File: config.mk
export PLATFORM = sky130hd
export DESIGN_NAME = fifo_flagged
export DESIGN_NICKNAME = d
export VERILOG_FILES = /design/src/rtl/fifo_pkg.sv /design/src/rtl/fifo_ptr_ctrl.sv /design/src/rtl/fifo_flagged.sv
export SDC_FILE = /design/constraint.sdc
export NUM_CORES = 1
export LEC_CHECK = 0
export BUFFER_PORTS_ARGS = -buffer_cell sky130_fd_sc_hd__buf_4
export CAP_MARGIN = 20
export CORE_MARGIN = 3
export CORE_UTILIZATION = 40
export CTS_CLUSTER_DIAMETER = 30
export CTS_CLUSTER_SIZE = 12
export DETAILED_ROUTE_END_ITERATION = 10
export PLACE_DENSITY = 0.67
export SYNTH_ARGS = -nofsm -noshare
export SYNTH_HDL_FRONTEND = slang
export SYNTH_SLANG_ARGS = --single-unit
File: constraint.sdc
create_clock -name clk -period 6.4 [get_ports clk]
set_clock_uncertainty 0.2 [all_clocks]
set_input_delay 0.64 -clock clk [delete_from_list [all_inputs] [get_ports clk]]
set_output_delay 0.64 -clock clk [all_outputs]
set_load 0.005 [all_outputs]
File: src/rtl/fifo_pkg.sv
// Shared types and helpers for the flagged FIFO family.
package fifo_pkg;

  // Read-side presentation of the head word.
  typedef enum logic {
    FIFO_STD  = 1'b0,  // registered read, one-cycle latency after a pop
    FIFO_FWFT = 1'b1   // head word shown on rd_data without a pop
  } fifo_mode_e;

  // Widest pointer the helper below can compare (wrap bit included).
  localparam int PTR_MAX_W = 32;

  // Pointers carry one wrap bit above the address bits. The FIFO is full when
  // the wrap bits differ and the address bits match, i.e. when the XOR of the
  // two pointers is exactly the wrap bit. Callers zero-extend their pointers
  // and pass the number of address bits in aw.
  function automatic logic ptr_full(input logic [PTR_MAX_W-1:0] wp,
                                    input logic [PTR_MAX_W-1:0] rp,
                                    input int                   aw);
    logic [PTR_MAX_W-1:0] diff;
    diff = wp ^ rp;
    return diff == (PTR_MAX_W'(1) << aw);
  endfunction

endpackage

File: src/rtl/fifo_ptr_ctrl.sv
// Pointer, occupancy and error-flag control for fifo_flagged.
// Decides which requests are accepted and exposes the storage addresses.
module fifo_ptr_ctrl
  import fifo_pkg::*;
#(
  parameter int AW = 4
) (
  input  logic          clk,
  input  logic          arst,
  input  logic          clear,
  input  logic          wr_en,
  input  logic          rd_en,
  input  logic          err_clr,
  output logic          wr_acc,
  output logic          rd_acc,
  output logic [AW-1:0] wr_addr,
  output logic [AW-1:0] rd_addr,
  output logic [AW:0]   level,
  output logic          empty,
  output logic          full,
  output logic          overflow,
  output logic          underflow
);

  localparam int PW = AW + 1;

  logic [PW-1:0] wr_ptr_reg, wr_ptr_next;
  logic [PW-1:0] rd_ptr_reg, rd_ptr_next;
  logic [PW-1:0] level_reg, level_next;
  logic          overflow_reg, overflow_next;
  logic          underflow_reg, underflow_next;
  logic          wr_req, rd_req;

  // Status decoded straight from the registered pointers.
  assign empty = (wr_ptr_reg == rd_ptr_reg);
  assign full  = ptr_full(PTR_MAX_W'(wr_ptr_reg), PTR_MAX_W'(rd_ptr_reg), AW);

  // A flush swallows both requests, so nothing is accepted or flagged during it.
  // A write into a full FIFO is still taken when a pop frees the slot in the
  // same cycle (pass-through). An empty FIFO never pops, even if a write lands.
  always_comb begin
    wr_req = wr_en & ~clear;
    rd_req = rd_en & ~clear;
    rd_acc = rd_req & ~empty;
    wr_acc = wr_req & (~full | rd_acc);
  end

  // Next pointers, occupancy and sticky error flags.
  always_comb begin
    wr_ptr_next    = wr_ptr_reg;
    rd_ptr_next    = rd_ptr_reg;
    level_next     = level_reg;
    overflow_next  = overflow_reg;
    underflow_next = underflow_reg;

    if (clear) begin
      wr_ptr_next = '0;
      rd_ptr_next = '0;
      level_next  = '0;
    end else begin
      if (wr_acc) wr_ptr_next = wr_ptr_reg + PW'(1);
      if (rd_acc) rd_ptr_next = rd_ptr_reg + PW'(1);
      level_next = level_reg + PW'(wr_acc) - PW'(rd_acc);
    end

    // Clearing first and setting afterwards lets a fresh error win over err_clr.
    if (err_clr) begin
      overflow_next  = 1'b0;
      underflow_next = 1'b0;
    end
    if (wr_req & ~wr_acc) overflow_next  = 1'b1;
    if (rd_req & ~rd_acc) underflow_next = 1'b1;
  end

  // State register for pointers, occupancy and error flags.
  always_ff @(posedge clk or posedge arst) begin
    if (arst) begin
      wr_ptr_reg    <= '0;
      rd_ptr_reg    <= '0;
      level_reg     <= '0;
      overflow_reg  <= 1'b0;
      underflow_reg <= 1'b0;
    end else begin
      wr_ptr_reg    <= wr_ptr_next;
      rd_ptr_reg    <= rd_ptr_next;
      level_reg     <= level_next;
      overflow_reg  <= overflow_next;
      underflow_reg <= underflow_next;
    end
  end

  assign wr_addr   = wr_ptr_reg[AW-1:0];
  assign rd_addr   = rd_ptr_reg[AW-1:0];
  assign level     = level_reg;
  assign overflow  = overflow_reg;
  assign underflow = underflow_reg;

endmodule

File: src/rtl/fifo_flagged.sv
// Synchronous elastic buffer with selectable read presentation, live
// almost-full/almost-empty thresholds and sticky overflow/underflow flags.
module fifo_flagged
  import fifo_pkg::*;
#(
  parameter  int DEPTH      = 16,
  parameter  int DATA_WIDTH = 8,
  parameter  int FWFT       = 0,
  localparam int AW         = $clog2(DEPTH)
) (
  input  logic                  clk,
  input  logic                  arst,
  input  logic                  clear,
  input  logic                  wr_en,
  input  logic [DATA_WIDTH-1:0] wr_data,
  input  logic                  rd_en,
  output logic [DATA_WIDTH-1:0] rd_data,
  output logic                  rd_valid,
  output logic                  empty,
  output logic                  full,
  output logic [AW:0]           level,
  input  logic [AW:0]           af_thresh,
  input  logic [AW:0]           ae_thresh,
  output logic                  almost_full,
  output logic                  almost_empty,
  output logic                  overflow,
  output logic                  underflow,
  input  logic                  err_clr
);

  localparam fifo_mode_e MODE = (FWFT != 0) ? FIFO_FWFT : FIFO_STD;

  logic [DATA_WIDTH-1:0] mem [DEPTH];
  logic                  wr_acc, rd_acc;
  logic [AW-1:0]         wr_addr, rd_addr;

  fifo_ptr_ctrl #(
    .AW (AW)
  ) u_ptr_ctrl (
    .clk       (clk),
    .arst      (arst),
    .clear     (clear),
    .wr_en     (wr_en),
    .rd_en     (rd_en),
    .err_clr   (err_clr),
    .wr_acc    (wr_acc),
    .rd_acc    (rd_acc),
    .wr_addr   (wr_addr),
    .rd_addr   (rd_addr),
    .level     (level),
    .empty     (empty),
    .full      (full),
    .overflow  (overflow),
    .underflow (underflow)
  );

  // Storage write port; contents are never reset. On a full pass-through the
  // write and the pop hit the same slot, and the pop still sees the old word.
  always_ff @(posedge clk) begin
    if (wr_acc) mem[wr_addr] <= wr_data;
  end

  generate
    if (MODE == FIFO_STD) begin : g_std
      logic [DATA_WIDTH-1:0] rd_data_reg;
      logic                  rd_valid_reg, rd_valid_next;

      // One-cycle valid pulse per accepted pop; a flush kills any pending pulse.
      always_comb begin
        rd_valid_next = rd_acc & ~clear;
      end

      // Registered read port; rd_data keeps the last popped word between pops.
      always_ff @(posedge clk or posedge arst) begin
        if (arst) begin
          rd_data_reg  <= '0;
          rd_valid_reg <= 1'b0;
        end else begin
          rd_valid_reg <= rd_valid_next;
          if (rd_acc) rd_data_reg <= mem[rd_addr];
        end
      end

      assign rd_data  = rd_data_reg;
      assign rd_valid = rd_valid_reg;
    end else begin : g_fwft
      // Head word shown combinationally; zero while empty so the unreset
      // storage never leaks onto rd_data.
      assign rd_valid = ~empty;
      assign rd_data  = empty ? '0 : mem[rd_addr];
    end
  endgenerate

  // Thresholds are compared live against the current occupancy.
  assign almost_full  = (level >= af_thresh);
  assign almost_empty = (level <= ae_thresh);

endmodule
* Word-level counts from Yosys, hierarchy flattened
Memories as Yosys holds them, arrays and structs flattened. A register that Yosys moved wholly into a read port is not among the register bits. Index checks and enable logic that the tools add are counted.
Cells by class: add/subtract/negate cells 4, order comparisons 2, equality and inequality tests 2, muxes and demuxes 10, bitwise operators 14, reduce and logical (&&, ||, !) cells 4
Operator list (number):
- 32-bit by 5-bit == test with 1-bit output (second input constant) | 1
- 5-bit two-way mux | 5
- 5-bit by 1-bit adder with 5-bit output (second input constant) | 2
- 2-bit nonzero test | 4
- 1-bit bitwise AND | 7
- 5-bit by 1-bit adder with 5-bit output | 1
- 5-bit == test | 1
- 5-bit greater-or-equal comparator | 1
- 5-bit <= comparator | 1
- 1-bit two-way mux | 5
- 1-bit inverter | 5
- 5-bit by 1-bit subtractor with 5-bit output | 1
- 5-bit XOR | 1
- 1-bit bitwise OR | 1
Word-level totals: register bits after elaboration 18, bits in writable memories 128, bits of input ports 24, output and inout port bits 20, memories kept 1
Memories:
- mem | depth 16, width 8, rd ports 1, clocked after Yosys merged registers in 1, wr ports 1, RTL line fifo_flagged.sv:33 | logic [DATA_WIDTH-1:0] mem [DEPTH];

* Depth between registers and ports, before layout
depth in word-level cells 8, gate-level depth with buffers 13

* Cells and area by module
Synthesis repeated with hierarchy kept, for this count alone.
Second synthesis, totals: cells, all modules 386, area, all modules 6615.1 um^2
By module, submodules not included:
- fifo_flagged | times used 1, cells an instance 276, area each 5547.8 um^2
- fifo_ptr_ctrl | times used 1, cells an instance 110, area each 1067.3 um^2

* Worst setup path after synthesis
Ideal clock, no wire load.
path kind reg-to-reg, from register u_ptr_ctrl.rd_ptr_reg[0], to register u_ptr_ctrl.level_reg[4] (netlist: u_ptr_ctrl.level[4]), library setup time 132 ps, arrival time 2614 ps, required time 6068 ps, path slack 3454 ps, stages on the path, launching flop included 14, path buffers 2, clock period less this slack 2946 ps, cell sequence dfrtp_1 > buf_6 > xnor2_1 > nand4_4 > o21ba_2 > buf_6 > nand2b_1 > o21ai_1 > ha_1 > fa_1 > a21o_1 > a21oi_1 > xnor2_1 > nor2_1
Between the ends: word-level cells in the longest chain between the ends 8
RTL lines:
- start, declared | RTL line fifo_ptr_ctrl.sv:28 | logic [PW-1:0] rd_ptr_reg, rd_ptr_next;
- start signal, assigned | RTL line fifo_ptr_ctrl.sv:85 | rd_ptr_reg <= rd_ptr_next;
- 5-bit XOR / 5-bit == test (equally long branches) | RTL line fifo_pkg.sv:21, fifo_ptr_ctrl.sv:35
- 32-bit by 5-bit == test with 1-bit output / 1-bit inverter (equally long branches) | RTL line fifo_pkg.sv:22, fifo_ptr_ctrl.sv:44
- 1-bit inverter / 1-bit bitwise AND (equally long branches) | RTL line fifo_ptr_ctrl.sv:45, fifo_ptr_ctrl.sv:44
- 1-bit bitwise OR | RTL line fifo_ptr_ctrl.sv:45 | wr_acc = wr_req & (~full | rd_acc);
- 1-bit bitwise AND | RTL line fifo_ptr_ctrl.sv:45
- 5-bit by 1-bit adder with 5-bit output | RTL line fifo_ptr_ctrl.sv:63 | level_next = level_reg + PW'(wr_acc) - PW'(rd_acc);
- 5-bit by 1-bit subtractor with 5-bit output * | RTL line fifo_ptr_ctrl.sv:63
- 5-bit two-way mux * | RTL line fifo_ptr_ctrl.sv:56 | if (clear) begin
- named net u_ptr_ctrl.level_next[4] | RTL line fifo_ptr_ctrl.sv:29 | logic [PW-1:0] level_reg, level_next;
- end signal, assigned | RTL line fifo_ptr_ctrl.sv:86 | level_reg <= level_next;
- end, declared | RTL line fifo_ptr_ctrl.sv:29
The timed path passes the listed nets; every way through them passes the cells marked *. A chain may end at the register's enable or synchronous reset.

* Worst setup path after layout
from register u_ptr_ctrl.rd_ptr_reg[2], to register u_ptr_ctrl.level_reg[4] (netlist: u_ptr_ctrl.level[4])
The elaborated chain is that of the path after synthesis.

==> metrics.cfg <==
[status]
status=completed

[sta]
rsz0062_at_grt=false
fin_crit_sh_pct=55.6
finalSetupTns_ns=0
final-setup-viol-count=0
fmax_ghz=0.281
slew_viol_final=0
worstMarginPinSlew_ns=0.905
fin_crit_ns=3.56
hold_viol_final=0
max-slew-margin-rel_pct=39.4

[cells_and_area]
nNetsFinal=499
largest_reg_flops=128
n_antenna_cell=0
most-common-layout-cells=edfxtp_1, buf_4, nor2_1
drive_gt1_share_pct=25.0
layout_commonest_cell=edfxtp_1
area_delta_synth_final_pct=16.8

[route]
first_iter_violations=283
via_per_inst=5.16
wl_per_cell_um=19.1
drt_pass1_iterations=4
drcViolationCount=0
wl_mm=13.0
vias=3528
final_antenna_net_count=0

[pwr]
switchingPower_uw=632
peakVddDrop_uv=199
p_total_uw=2540
power_frac_seq_pct=46.3
p_clk_share_pct=37.4
p_leak_uw=0.00279
combPwrFrac_pct=16.3
netSwitchingFraction_pct=24.9
powerDensity_mw_per_mm2=327
p_int_uw=1910

[worst_setup_path]
timing.rr.end=u_ptr_ctrl.level[4]
r2r_slack_ns=2.84
worstRegToRegCells=12
end_kind=register
startpoint=u_ptr_ctrl.rd_ptr_reg[2]
cp.required_ns=6.50
reg2reg_from=u_ptr_ctrl.rd_ptr_reg[2]
worstPathArrival_ns=3.66
critPathKind=reg -> reg
critPathLaunchType=register
crit_fanout=43

[logic_synthesis]
postSynthAreaPerCell_um2=16.5
synthCells=403
synth_edf_count=128
synth.distinct_cells=48
synthFlopType=edfxtp_1
yosys_warnings=0
ys_async_sr_fraction_pct=16.9
ys_seq_elements=154
syn-num-nets=447
netlist_area_mm2=0.00665
seq_area_frac_synth_pct=67.6

[cts]
clock_latency_ns=0.42
cts_buffer_depth=2
path_clk_slew_ns=0.06
post_cts_buffers=0
htreeDepth=4
ctsRootBufferMaster=clkbuf_16
cts_hold_buf=0
cts_resized=0
cts_tree=built
cts.sinks=154
cts_buffers=17

[floorplan]
boundaryPins=44
fp.dieH_um=135
rows=46
die_area_mm2=0.0182
fp.coreArea_mm2=0.0161
initial_core_util_pct=41.4
die_x_um=135

[global_routing]
grt-ovfl-total=0
antenna_found_initial=0
grt_pass1_wl_mm=20.1
grt_max_degree=44
grt_pass1_vias=3537
grt_use_total_pct=15.1

[placed_design]
numPortBuffers=43
gp_congestion=0.785
dpl.hpwl_mm=8.63

[worst_hold_path]
hp-class=in -> async

[job]
max_cap_violations=0

logic make-up after synthesis:
kind of cell	count (synthesis)	synth area share (%)
buf+inv	40	3.03
compound gates	49	5.12
xor+xnor	14	1.96
flops	154	67.6
mux	50	12.3
simple gates	76	6.12
fa+ha+maj	20	3.88
power groups by stage:
stage	Sequential (uW)	Clock, uW	Combinational, uW
4_1_cts	1180	968	419
5_1_grt	1180	1010	461
3_5_place_dp	1200	0	417
3_3_place_gp	1190	0	410
2_1_floorplan	1190	0	270
6_report	1180	951	414
worst max path at each step:
stage / endpoint / slack [ns] / cells past startpoint
6_report: u_ptr_ctrl.level[4] / 2.84 / 12
5_1_grt: u_ptr_ctrl.level[4] / 2.64 / 12
4_1_cts: u_ptr_ctrl.level[4] / 2.83 / 12
3_5_place_dp: u_ptr_ctrl.level[4] / 2.83 / 12
3_3_place_gp: u_ptr_ctrl.level[4] / 2.94 / 12
2_1_floorplan: u_ptr_ctrl.level[4] / 3.45 / 13
through the flow:
step                std cells  setup slack [ns]  instance area [um^2]  utilization (%)  hold slack, ns
floorplan                 403              3.45                  6650                -           0.307
global placement          649              2.94                  7160             44.6           0.301
detailed placement        649              2.83                  7160             44.6           0.320
CTS                       681              2.83                  7730             48.1           0.200
global route              684              2.64                  7770             48.4          0.0221
finish                    684              2.84                  7770             48.4         0.00956
per-layer routing:
| metal | track usage [%] | up-vias | wire (um) |
|---|---|---|---|
| met3 | 4.28 | 14 | 628 |
| li1 | - | 1642 | - |
| met2 | 23.6 | 72 | 6360 |
| met5 | 0 | - | 0 |
| met1 | 20.5 | 1800 | 5870 |
| met4 | 5.03 | 0 | 186 |
cells in the mapped netlist, types with 2 or more instances:
cell type / number / area share [%]
buf_2: 5 / 0.38
a21oi_1: 12 / 0.90
o21a_1: 3 / 0.34
nand4_1: 2 / 0.19
xnor2_1: 8 / 1.1
mux2i_1: 24 / 3.6
nor3_1: 3 / 0.23
nand2b_1: 5 / 0.47
clkbuf_1: 5 / 0.28
a2bb2oi_1: 6 / 0.79
buf_6: 5 / 0.85
nor2_1: 29 / 1.6
inv_1: 22 / 1.2
ha_1: 19 / 3.6
o21ai_0: 4 / 0.30
o211ai_1: 2 / 0.23
nor2b_1: 5 / 0.47
a31oi_1: 7 / 0.66
or3_2: 2 / 0.23
o22ai_1: 2 / 0.19
a21o_1: 6 / 0.68
dfrtp_1: 26 / 9.8
xor2_1: 5 / 0.66
buf_4: 2 / 0.23
nor4_1: 2 / 0.19
mux4_2: 25 / 8.5
edfxtp_1: 128 / 58
nand2_1: 12 / 0.68
and2_1: 8 / 0.75
critical path: stages, from the launching register on:
cell	delay, ns
dfrtp_2	0.34
buf_4	0.52
xnor2_1	0.24
nand4_4	0.22
o21ba_2	0.39
nand2b_1	0.20
o21ai_1	0.11
ha_1	0.23
fa_1	0.40
a21o_1	0.19
a21oi_1	0.18
xnor2_1	0.14
nor2_1	0.06
area by class of cell:
cell class / instances / area (um^2)
tap: 216 / 270
fill: 1323 / 8290
inverter: 23 / 86.3
sequential: 154 / 4500
clock buffer: 22 / 474
multi-input combinational: 209 / 1950
clock inverter: 10 / 93.8
timing repair buffer: 50 / 393
Note: power is estimated with default switching activity, not from simulation.
